$ cat config.mk
export PLATFORM = sky130hd
export DESIGN_NAME = uart_rx_frame_flat
export DESIGN_NICKNAME = d
export VERILOG_FILES = /design/src/rtl/uart_rx_frame_if.sv /design/src/rtl/uart_rx_frame.sv /design/src/flat_wrapper.sv
export SDC_FILE = /design/constraint.sdc
export NUM_CORES = 1
export LEC_CHECK = 0
export CORE_MARGIN = 3
export CORE_UTILIZATION = 48
export DETAILED_ROUTE_END_ITERATION = 7
export PLACE_DENSITY = 0.83
export SLEW_MARGIN = 20
export SYNTH_ARGS = -nofsm -noshare
export SYNTH_HDL_FRONTEND = slang
export SYNTH_SLANG_ARGS = --single-unit
$ cat constraint.sdc
create_clock -name clk -period 1.6 [get_ports clk]
set_clock_uncertainty 0.1 [all_clocks]
set_input_delay 0.32 -clock clk [delete_from_list [all_inputs] [get_ports clk]]
set_output_delay 0.32 -clock clk [all_outputs]
set_load 0.02 [all_outputs]
$ cat src/rtl/uart_rx_frame_if.sv
`default_nettype none
// ============================================================================
//  Module      : uart_rx_frame_if
//  Description : Line input and frame-result outputs of uart_rx_frame.
//                The err_count signal exists only with UART_RX_ERR_CNT_EN.
//  Revision    : 1.0 - initial release
// ============================================================================
interface uart_rx_frame_if #(
    parameter int DATA_BITS = 8,
    parameter int ERR_CNT_W = 8
);
    logic                 rx;
    logic [DATA_BITS-1:0] data;
    logic                 valid;
    logic                 parity_err;
    logic                 frame_err;
    logic                 busy;
`ifdef UART_RX_ERR_CNT_EN
    logic [ERR_CNT_W-1:0] err_count;

    // Receiver side
    modport master (
        input  rx,
        output data, valid, parity_err, frame_err, busy, err_count
    );
    // Line driver / result consumer side
    modport slave (
        output rx,
        input  data, valid, parity_err, frame_err, busy, err_count
    );
`else
    // Receiver side
    modport master (
        input  rx,
        output data, valid, parity_err, frame_err, busy
    );
    // Line driver / result consumer side
    modport slave (
        output rx,
        input  data, valid, parity_err, frame_err, busy
    );
`endif
endinterface
`default_nettype wire

$ cat src/rtl/uart_rx_frame.sv
`default_nettype none
// ============================================================================
//  Module      : uart_rx_frame
//  Description : Single-line UART frame receiver, one line sample per clk.
//                Configurable data width (5..16), parity (none/even/odd) and
//                1 or 2 stop bits. Emits a registered word with a one-cycle
//                valid strobe, or a parity / framing error strobe.
//                Optional: UART_RX_ERR_CNT_EN adds a saturating err_count.
//  Revision    : 1.0 - initial release
// ============================================================================
module uart_rx_frame #(
    parameter int DATA_BITS = 8,
    parameter int PARITY    = 0,
    parameter int STOP_BITS = 1,
    parameter int ERR_CNT_W = 8
) (
    input  wire logic       clk,
    input  wire logic       reset,
    uart_rx_frame_if.master bus
);

    localparam int                c_CW   = $clog2(DATA_BITS);
    localparam logic [c_CW-1:0]   c_LAST = c_CW'(DATA_BITS - 1);
    localparam logic              c_ODD  = (PARITY == 2);

    localparam logic [2:0] c_ST_BREAK  = 3'd0;
    localparam logic [2:0] c_ST_IDLE   = 3'd1;
    localparam logic [2:0] c_ST_DATA   = 3'd2;
    localparam logic [2:0] c_ST_PARITY = 3'd3;
    localparam logic [2:0] c_ST_STOP   = 3'd4;
    localparam logic [2:0] c_ST_DONE   = 3'd5;

    logic [2:0]           r_state;
    logic [2:0]           w_next;
    logic [c_CW-1:0]      r_cnt;
    logic [DATA_BITS-1:0] r_shift;
    logic [DATA_BITS-1:0] r_data;
    logic                 r_par;
    logic                 r_par_err;
    logic                 r_stop_cnt;
    logic                 r_valid;
    logic                 r_perr;
    logic                 r_ferr;
    logic                 r_busy;

    logic                 w_start;
    logic                 w_good;
    logic                 w_perr;
    logic                 w_ferr;
    logic                 w_last_stop;
    logic                 w_exp_par;

    assign w_last_stop = (STOP_BITS == 1) ? 1'b1 : r_stop_cnt;
    assign w_exp_par   = r_par ^ c_ODD;
    // DONE doubles as IDLE so a start bit can follow the strobe directly
    assign w_start     = ((r_state == c_ST_IDLE) || (r_state == c_ST_DONE)) && !bus.rx;

    // Next-state decode and end-of-frame outcome
    always_comb begin
        w_next = r_state;
        w_good = 1'b0;
        w_perr = 1'b0;
        w_ferr = 1'b0;
        case (r_state)
            c_ST_BREAK: begin
                if (bus.rx) w_next = c_ST_IDLE;
            end
            c_ST_IDLE: begin
                if (!bus.rx) w_next = c_ST_DATA;
            end
            c_ST_DATA: begin
                if (r_cnt == c_LAST) w_next = (PARITY != 0) ? c_ST_PARITY : c_ST_STOP;
            end
            c_ST_PARITY: begin
                w_next = c_ST_STOP;
            end
            c_ST_STOP: begin
                if (!bus.rx) begin
                    // Low stop bit: framing error, also covers a line break
                    w_next = c_ST_BREAK;
                    w_ferr = 1'b1;
                end else if (w_last_stop) begin
                    w_next = c_ST_DONE;
                    if (r_par_err) w_perr = 1'b1;
                    else           w_good = 1'b1;
                end
            end
            c_ST_DONE: begin
                w_next = bus.rx ? c_ST_IDLE : c_ST_DATA;
            end
            default: begin
                w_next = c_ST_BREAK;
            end
        endcase
    end

    // State register and frame datapath (bit counter, shift register, parity)
    always_ff @(posedge clk) begin
        if (!reset) begin
            r_state    <= c_ST_BREAK;
            r_cnt      <= '0;
            r_shift    <= '0;
            r_par      <= 1'b0;
            r_par_err  <= 1'b0;
            r_stop_cnt <= 1'b0;
        end else begin
            r_state <= w_next;

            if (w_start) begin
                r_cnt     <= '0;
                r_par     <= 1'b0;
                r_par_err <= 1'b0;
            end

            if (r_state == c_ST_DATA) begin
                r_shift[r_cnt] <= bus.rx;
                r_par          <= r_par ^ bus.rx;
                if (r_cnt != c_LAST) r_cnt <= r_cnt + c_CW'(1);
            end

            if (r_state == c_ST_PARITY) r_par_err <= (bus.rx != w_exp_par);

            // Counts accepted stop bits; only meaningful with two stop bits
            r_stop_cnt <= (r_state == c_ST_STOP) && bus.rx;
        end
    end

    // Registered outputs: strobes, held data word and busy flag
    always_ff @(posedge clk) begin
        if (!reset) begin
            r_data  <= '0;
            r_valid <= 1'b0;
            r_perr  <= 1'b0;
            r_ferr  <= 1'b0;
            r_busy  <= 1'b0;
        end else begin
            r_valid <= w_good;
            r_perr  <= w_perr;
            r_ferr  <= w_ferr;
            r_busy  <= (w_next == c_ST_DATA) || (w_next == c_ST_PARITY) ||
                       (w_next == c_ST_STOP);
            if (w_good) r_data <= r_shift;
        end
    end

    assign bus.data       = r_data;
    assign bus.valid      = r_valid;
    assign bus.parity_err = r_perr;
    assign bus.frame_err  = r_ferr;
    assign bus.busy       = r_busy;

`ifdef UART_RX_ERR_CNT_EN
    logic [ERR_CNT_W-1:0] r_err_cnt;

    // Saturating total of parity and framing errors, cleared only by reset
    always_ff @(posedge clk) begin
        if (!reset) begin
            r_err_cnt <= '0;
        end else if ((w_perr || w_ferr) && (r_err_cnt != {ERR_CNT_W{1'b1}})) begin
            r_err_cnt <= r_err_cnt + ERR_CNT_W'(1);
        end
    end

    assign bus.err_count = r_err_cnt;
`endif

endmodule
`default_nettype wire

$ cat src/flat_wrapper.sv
// flat-port wrapper written by rule: the top's interface ports become plain ports
module uart_rx_frame_flat 
#(
    parameter int DATA_BITS = 8,
    parameter int PARITY    = 0,
    parameter int STOP_BITS = 1,
    parameter int ERR_CNT_W = 8
)
  (clk, reset, bus_rx, bus_data, bus_valid, bus_parity_err, bus_frame_err, bus_busy);
  uart_rx_frame_if #(.DATA_BITS(DATA_BITS), .ERR_CNT_W(ERR_CNT_W)) bus_i ();
  input  wire logic clk;
  input  wire logic reset;
  input wire logic [$bits(bus_i.rx)-1:0] bus_rx;
  output wire logic [$bits(bus_i.data)-1:0] bus_data;
  output wire logic [$bits(bus_i.valid)-1:0] bus_valid;
  output wire logic [$bits(bus_i.parity_err)-1:0] bus_parity_err;
  output wire logic [$bits(bus_i.frame_err)-1:0] bus_frame_err;
  output wire logic [$bits(bus_i.busy)-1:0] bus_busy;
  assign bus_i.rx = bus_rx;
  assign bus_data = bus_i.data;
  assign bus_valid = bus_i.valid;
  assign bus_parity_err = bus_i.parity_err;
  assign bus_frame_err = bus_i.frame_err;
  assign bus_busy = bus_i.busy;
  uart_rx_frame #(.DATA_BITS(DATA_BITS), .PARITY(PARITY), .STOP_BITS(STOP_BITS), .ERR_CNT_W(ERR_CNT_W)) u_core (.clk(clk), .reset(reset), .bus(bus_i));
endmodule
Word-level counts from Yosys, hierarchy flattened
Index checks and enable logic that the tools add are counted.

Eq/ne operators: 11. Muxes and demuxes: 20. Add/sub/neg operators: 1. Bitwise gates (word level): 1. Reductions and logical operators: 11. $lt $le $gt $ge: 2.

Operators with widths (number): $mux 3 (7); $pmux 3 s6 (1); $eq 3x2->1 const B (4); $eq 3x3->1 const B (4); $mux 1 (9); $bwmux 8 (1); $lt 3x4->1 const B (1); $reduce_bool 2->1 (2); $add 3x1->3 const B (1); $demux 1 s3 (1); $eq 3x1->1 const B (1); $ge 3x1->1 const B (1); $logic_not 3->1 (1); $logic_or 1x1->1 (3); $ne 3x3->1 const B (1); $reduce_and 3->1 (1); $logic_and 1x1->1 (2); $mux 2 (1); $reduce_and 2->1 (1); $logic_not 1->1 (1); $ne 1x1->1 (1); $xor 1x1->1 (1).

Logic and storage cells: 56. Output and inout port bits: 12. Register bits: 28. Input bits: 3.

Depth between registers and ports, before layout
Gate-level depths: netlist (run 1).

Word-level depth: 6. Mapped depth: 5. Gate-level depth less buffers: 5.

Least setup slack after synthesis (run 1)
No wires, ideal clock.

Path type: register to register. Start point: reg u_core.r_cnt[0]. End point: reg u_core.r_cnt[1]. Arrival: 1.420 ns. Buffers on the path: 0. Period minus slack after synthesis: 1.653 ns. Required time: 1.368 ns. Cell stages (with the launch flop): 6. Setup time: 0.132 ns. Setup slack: -0.053 ns. Cell sequence: dfxtp_1 ha_1 ha_1 or4b_1 nand3_1 a21oi_1.

Word-level cells in the longest chain between the ends: 3. Elaborated cells between the ends (all ways): 4. Classes of those cells: add/sub: 1; eq/ne: 1; mux: 2.

Ends and longest elaborated chain: start: declaration (line uart_rx_frame.sv:35) `logic [c_CW-1:0] r_cnt;`; start signal: assignment (line uart_rx_frame.sv:118) `if (r_cnt != c_LAST) r_cnt <= r_cnt + c_CW'(1);`; $add 3x1->3 / $ne 3x3->1 (equally long branches) (line uart_rx_frame.sv:118); $mux 3 * (line uart_rx_frame.sv:118); $mux 3 * (line uart_rx_frame.sv:115) `if (r_state == c_ST_DATA) begin`.

Mark *: on every way between the ends. The rest lies on a longest branch, timed or not. A chain may end at the register's enable or synchronous reset.

Worst setup path in the final report (run 1)
Start point: reg u_core.r_cnt[1]. End point: reg u_core.r_cnt[1].

Word-level cells in the longest chain between the ends: 3. Elaborated cells between the ends (all ways): 5. Classes of those cells: add/sub: 1; eq/ne: 1; mux: 3.

Ends and longest elaborated chain (line): $add 3x1->3 (tied with other cells) (uart_rx_frame.sv:118); $mux 3 (uart_rx_frame.sv:118); $mux 3 * (uart_rx_frame.sv:115).

Marked as above.

==> summary.txt, run 1 <==
Worst setup path
  – CP max FO: 4
  – Critical R2R Capture: u_core.r_cnt[1]
  – R2R cell count: 5
  – Critical Path AT: 1710 ps
  – R2R setup slack: 60 ps
  – CP Launch Point: u_core.r_cnt[1]
  – Worst reg2reg path startpoint: u_core.r_cnt[1]
  – CP cell instances: ha_2 -> ha_4 -> or4b_4 -> nand3_1 -> a21oi_1
  – Slowest-stage cell, CP: or4b_4
  – Worst setup EP type: flip-flop
  – Startpoint Class: flip-flop
  – Setup crit end: u_core.r_cnt[1]
  – Crit Path Category: reg -> reg
  – Crit path largest cell delay: 490 ps
  – WP data required: 1770 ps

Cells and area
  – Final Util: 64.7%
  – Fillers: 201
  – Nets@finish: 161
  – Layout area overhead: 22.2%
  – Share of cells above drive strength 1: 18.1%
  – Fin cells: 183
  – # diodes: 0

Worst hold path
  – Hold crit path type: reg -> reg

Synthesis
  – Post-synthesis register bit count: 28
  – Main area contributors after synthesis: dfxtp_1 46%, a21oi_1 6.9%, mux2i_1 6.5%
  – Seq/Total Area, Yosys: 45.7%
  – Share of synthesized registers carrying an async set or reset: 0%
  – Count of cell types in the netlist: 30
  – Count leader, synth: dfxtp_1
  – Avg Cell Area, Syn: 9.09 um2
  – Ys Warns: 0
  – Mapped Nets: 140
  – Main synth FF type: dfxtp_1
  – Post-synthesis cell count: 135
  – Synth area leader: dfxtp_1
  – Most frequent cells after synthesis: 28 x dfxtp_1, 17 x a21oi_1, 17 x nand2_1
  – Post-Syn Area: 1230 um2
  – Top cell type's share of synthesized area: 45.7%
  – Number of synthesized flops with an enable pin: 0

Detailed routing
  – Antenna Nets Post-Route: 0
  – Via count: 1079
  – DRT iter0 DRCs: 37
  – WL/cell: 14.7 um
  – Total Wirelength: 2700 um
  – Vias per cell: 5.90
  – DRT Pass-1 Iters: 4
  – DRC Markers: 0

Floorplan
  – Core area: 2320 um2
  – FP Rows: 17
  – Die W: 56.6 um
  – Io pins: 15
  – Die Area: 3200 um2
  – Initial Util: 52.9%
  – Die H: 56.6 um

Clocking
  – Clk Latency, worst-skew pair: 350 ps
  – Post-CTS Repair Setup Buffers: 0
  – H-tree Lvls: 1
  – CTS Hold Buffers Added: 0
  – Reg clk slew, reported paths: 160 ps
  – CTS tree: done
  – Cts bufs inserted: 3
  – Clock Path Buffers: 2
  – CTS root buf: clkbuf_4
  – CTS resizes: 12
  – Clk sink count: 28

Timing
  – Final hold vios: 0
  – Max Fclk: 649 MHz
  – Measured slew at the worst slew-check pin: 536 ps
  – Pins over their slew limit: 0
  – Final setup vio count: 0
  – Final min period: 1540 ps
  – RSZ-0062 raised after global routing: true
  – Final period util: 96.4%
  – Worst slew margin: 64.2%

Placed design
  – IO Port Bufs: 14
  – Placed instance count: 179
  – Routability cong.: 0.764
  – HPWL Detailed: 1920 um

Power
  – Pwr Total: 1270 uW
  – Pwr Density: 845 nW/um2
  – P_leak: 0.000634 uW
  – Maximum vdd ir drop: 643 uV

Global routing
  – GRT overflow: 0
  – Antenna violations before repair: 0
  – Largest net degree at the start of global routing: 17
  – First-pass GRT wire length: 4410 um
  – Vias in the first global route: 988
  – Total GRT Usage: 17.7%

Run
  – Max Cap Viol: 0

Outcome
  – Status: finished clean
## critical path, delay by kind of cell, from the launching register on
kind	cells	cell delay (ps)
compound gates	1	60
simple gates	2	590
fa+ha+maj	2	350
flops	1	360
## per-layer routing
metal  vias up  GRT usage, %  part of all wire [%]
met5         -             0                     0
met4         0          7.80                   3.6
met3         8          4.83                   6.0
met2        28          30.2                    48
met1       523          20.4                    42
li1        520             -                     -
## cells by family after synthesis
group / Yosys count / synth area share (%)
multiplexers: 8 / 6.52
AO/OA/AOI/OAI: 30 / 13.5
AND/OR/NAND/NOR: 55 / 27.4
adder cells (fa/ha/maj): 2 / 2.04
buffers and inverters: 12 / 4.89
flip-flops: 28 / 45.7
## how the worst min path moves through the flow
| stage | slack, ps | from | to | cells after the start |
|---|---|---|---|---|
| floorplan | 340 | u_core.r_shift[0] | u_core.r_shift[0] | 2 |
| global placement | 360 | u_core.r_shift[5] | u_core.r_shift[5] | 2 |
| detailed placement | 360 | u_core.r_shift[7] | u_core.r_shift[7] | 2 |
| CTS | 370 | u_core.r_shift[7] | u_core.bus.data[7] | 2 |
| global route | 390 | u_core.r_shift[3] | u_core.bus.data[3] | 2 |
| finish | 370 | u_core.r_shift[7] | u_core.bus.data[7] | 2 |
## per-stage QoR
step           instance area (um2)  setup slack (ps)  hold WS (ps)  TNS (ps)
6_report                      1500              58.2           370         0
5_1_grt                       1500             -2.97           389     -4.40
4_1_cts                       1490              29.1           370         0
3_5_place_dp                  1450              -225           359     -2320
3_3_place_gp                  1450              -157           355     -1680
2_1_floorplan                 1230              25.4           339         0
## state kept, by name, summed over array words and instances, names as in the netlist
signal / flops
u_core.bus.parity_err: 1
u_core.r_cnt: 3
u_core.bus.data: 8
u_core.bus.busy: 1
u_core.r_state: 3
u_core.bus.frame_err: 1
u_core.r_par_err: 1
u_core.r_par: 1
u_core.bus.valid: 1
u_core.r_shift: 8
## layout make-up
class                   count  area, um2  area share, %
repair buffers             26        215           14.3
well taps                  28       35.0           2.34
clock buffers               3       22.5           1.50
clock inverters             1       30.0           2.00
inverters                   2       7.51          0.500
flip-flops and latches     28        564           37.6
multi-input cells          95        626           41.7
## power by group
part | switching (uW) | internal [uW]
clock | 216 | 254
combinational | 42.3 | 37.7
sequential | 12.5 | 705
total | 271 | 997
## cells in the final DEF, fill, tap and decap left out, types with 6 or more instances in the layout
cell type | Yosys | final
buf_4 | 0 | 12
mux2i_1 | 8 | 8
o21ai_0 | 10 | 10
dfxtp_1 | 28 | 25
nor2b_1 | 6 | 6
a21oi_1 | 17 | 17
nand3_1 | 12 | 12
dlygate4sd2_1 | 0 | 12
nand2_1 | 17 | 17
Note: power is estimated with default switching activity, not from simulation.
==> run 2: changes to the inputs <==
SKIP_LAST_GASP = 1   (was unset)
==> results of run 2 <==
Final layout, timing and power as in run 1 (identical DEF).
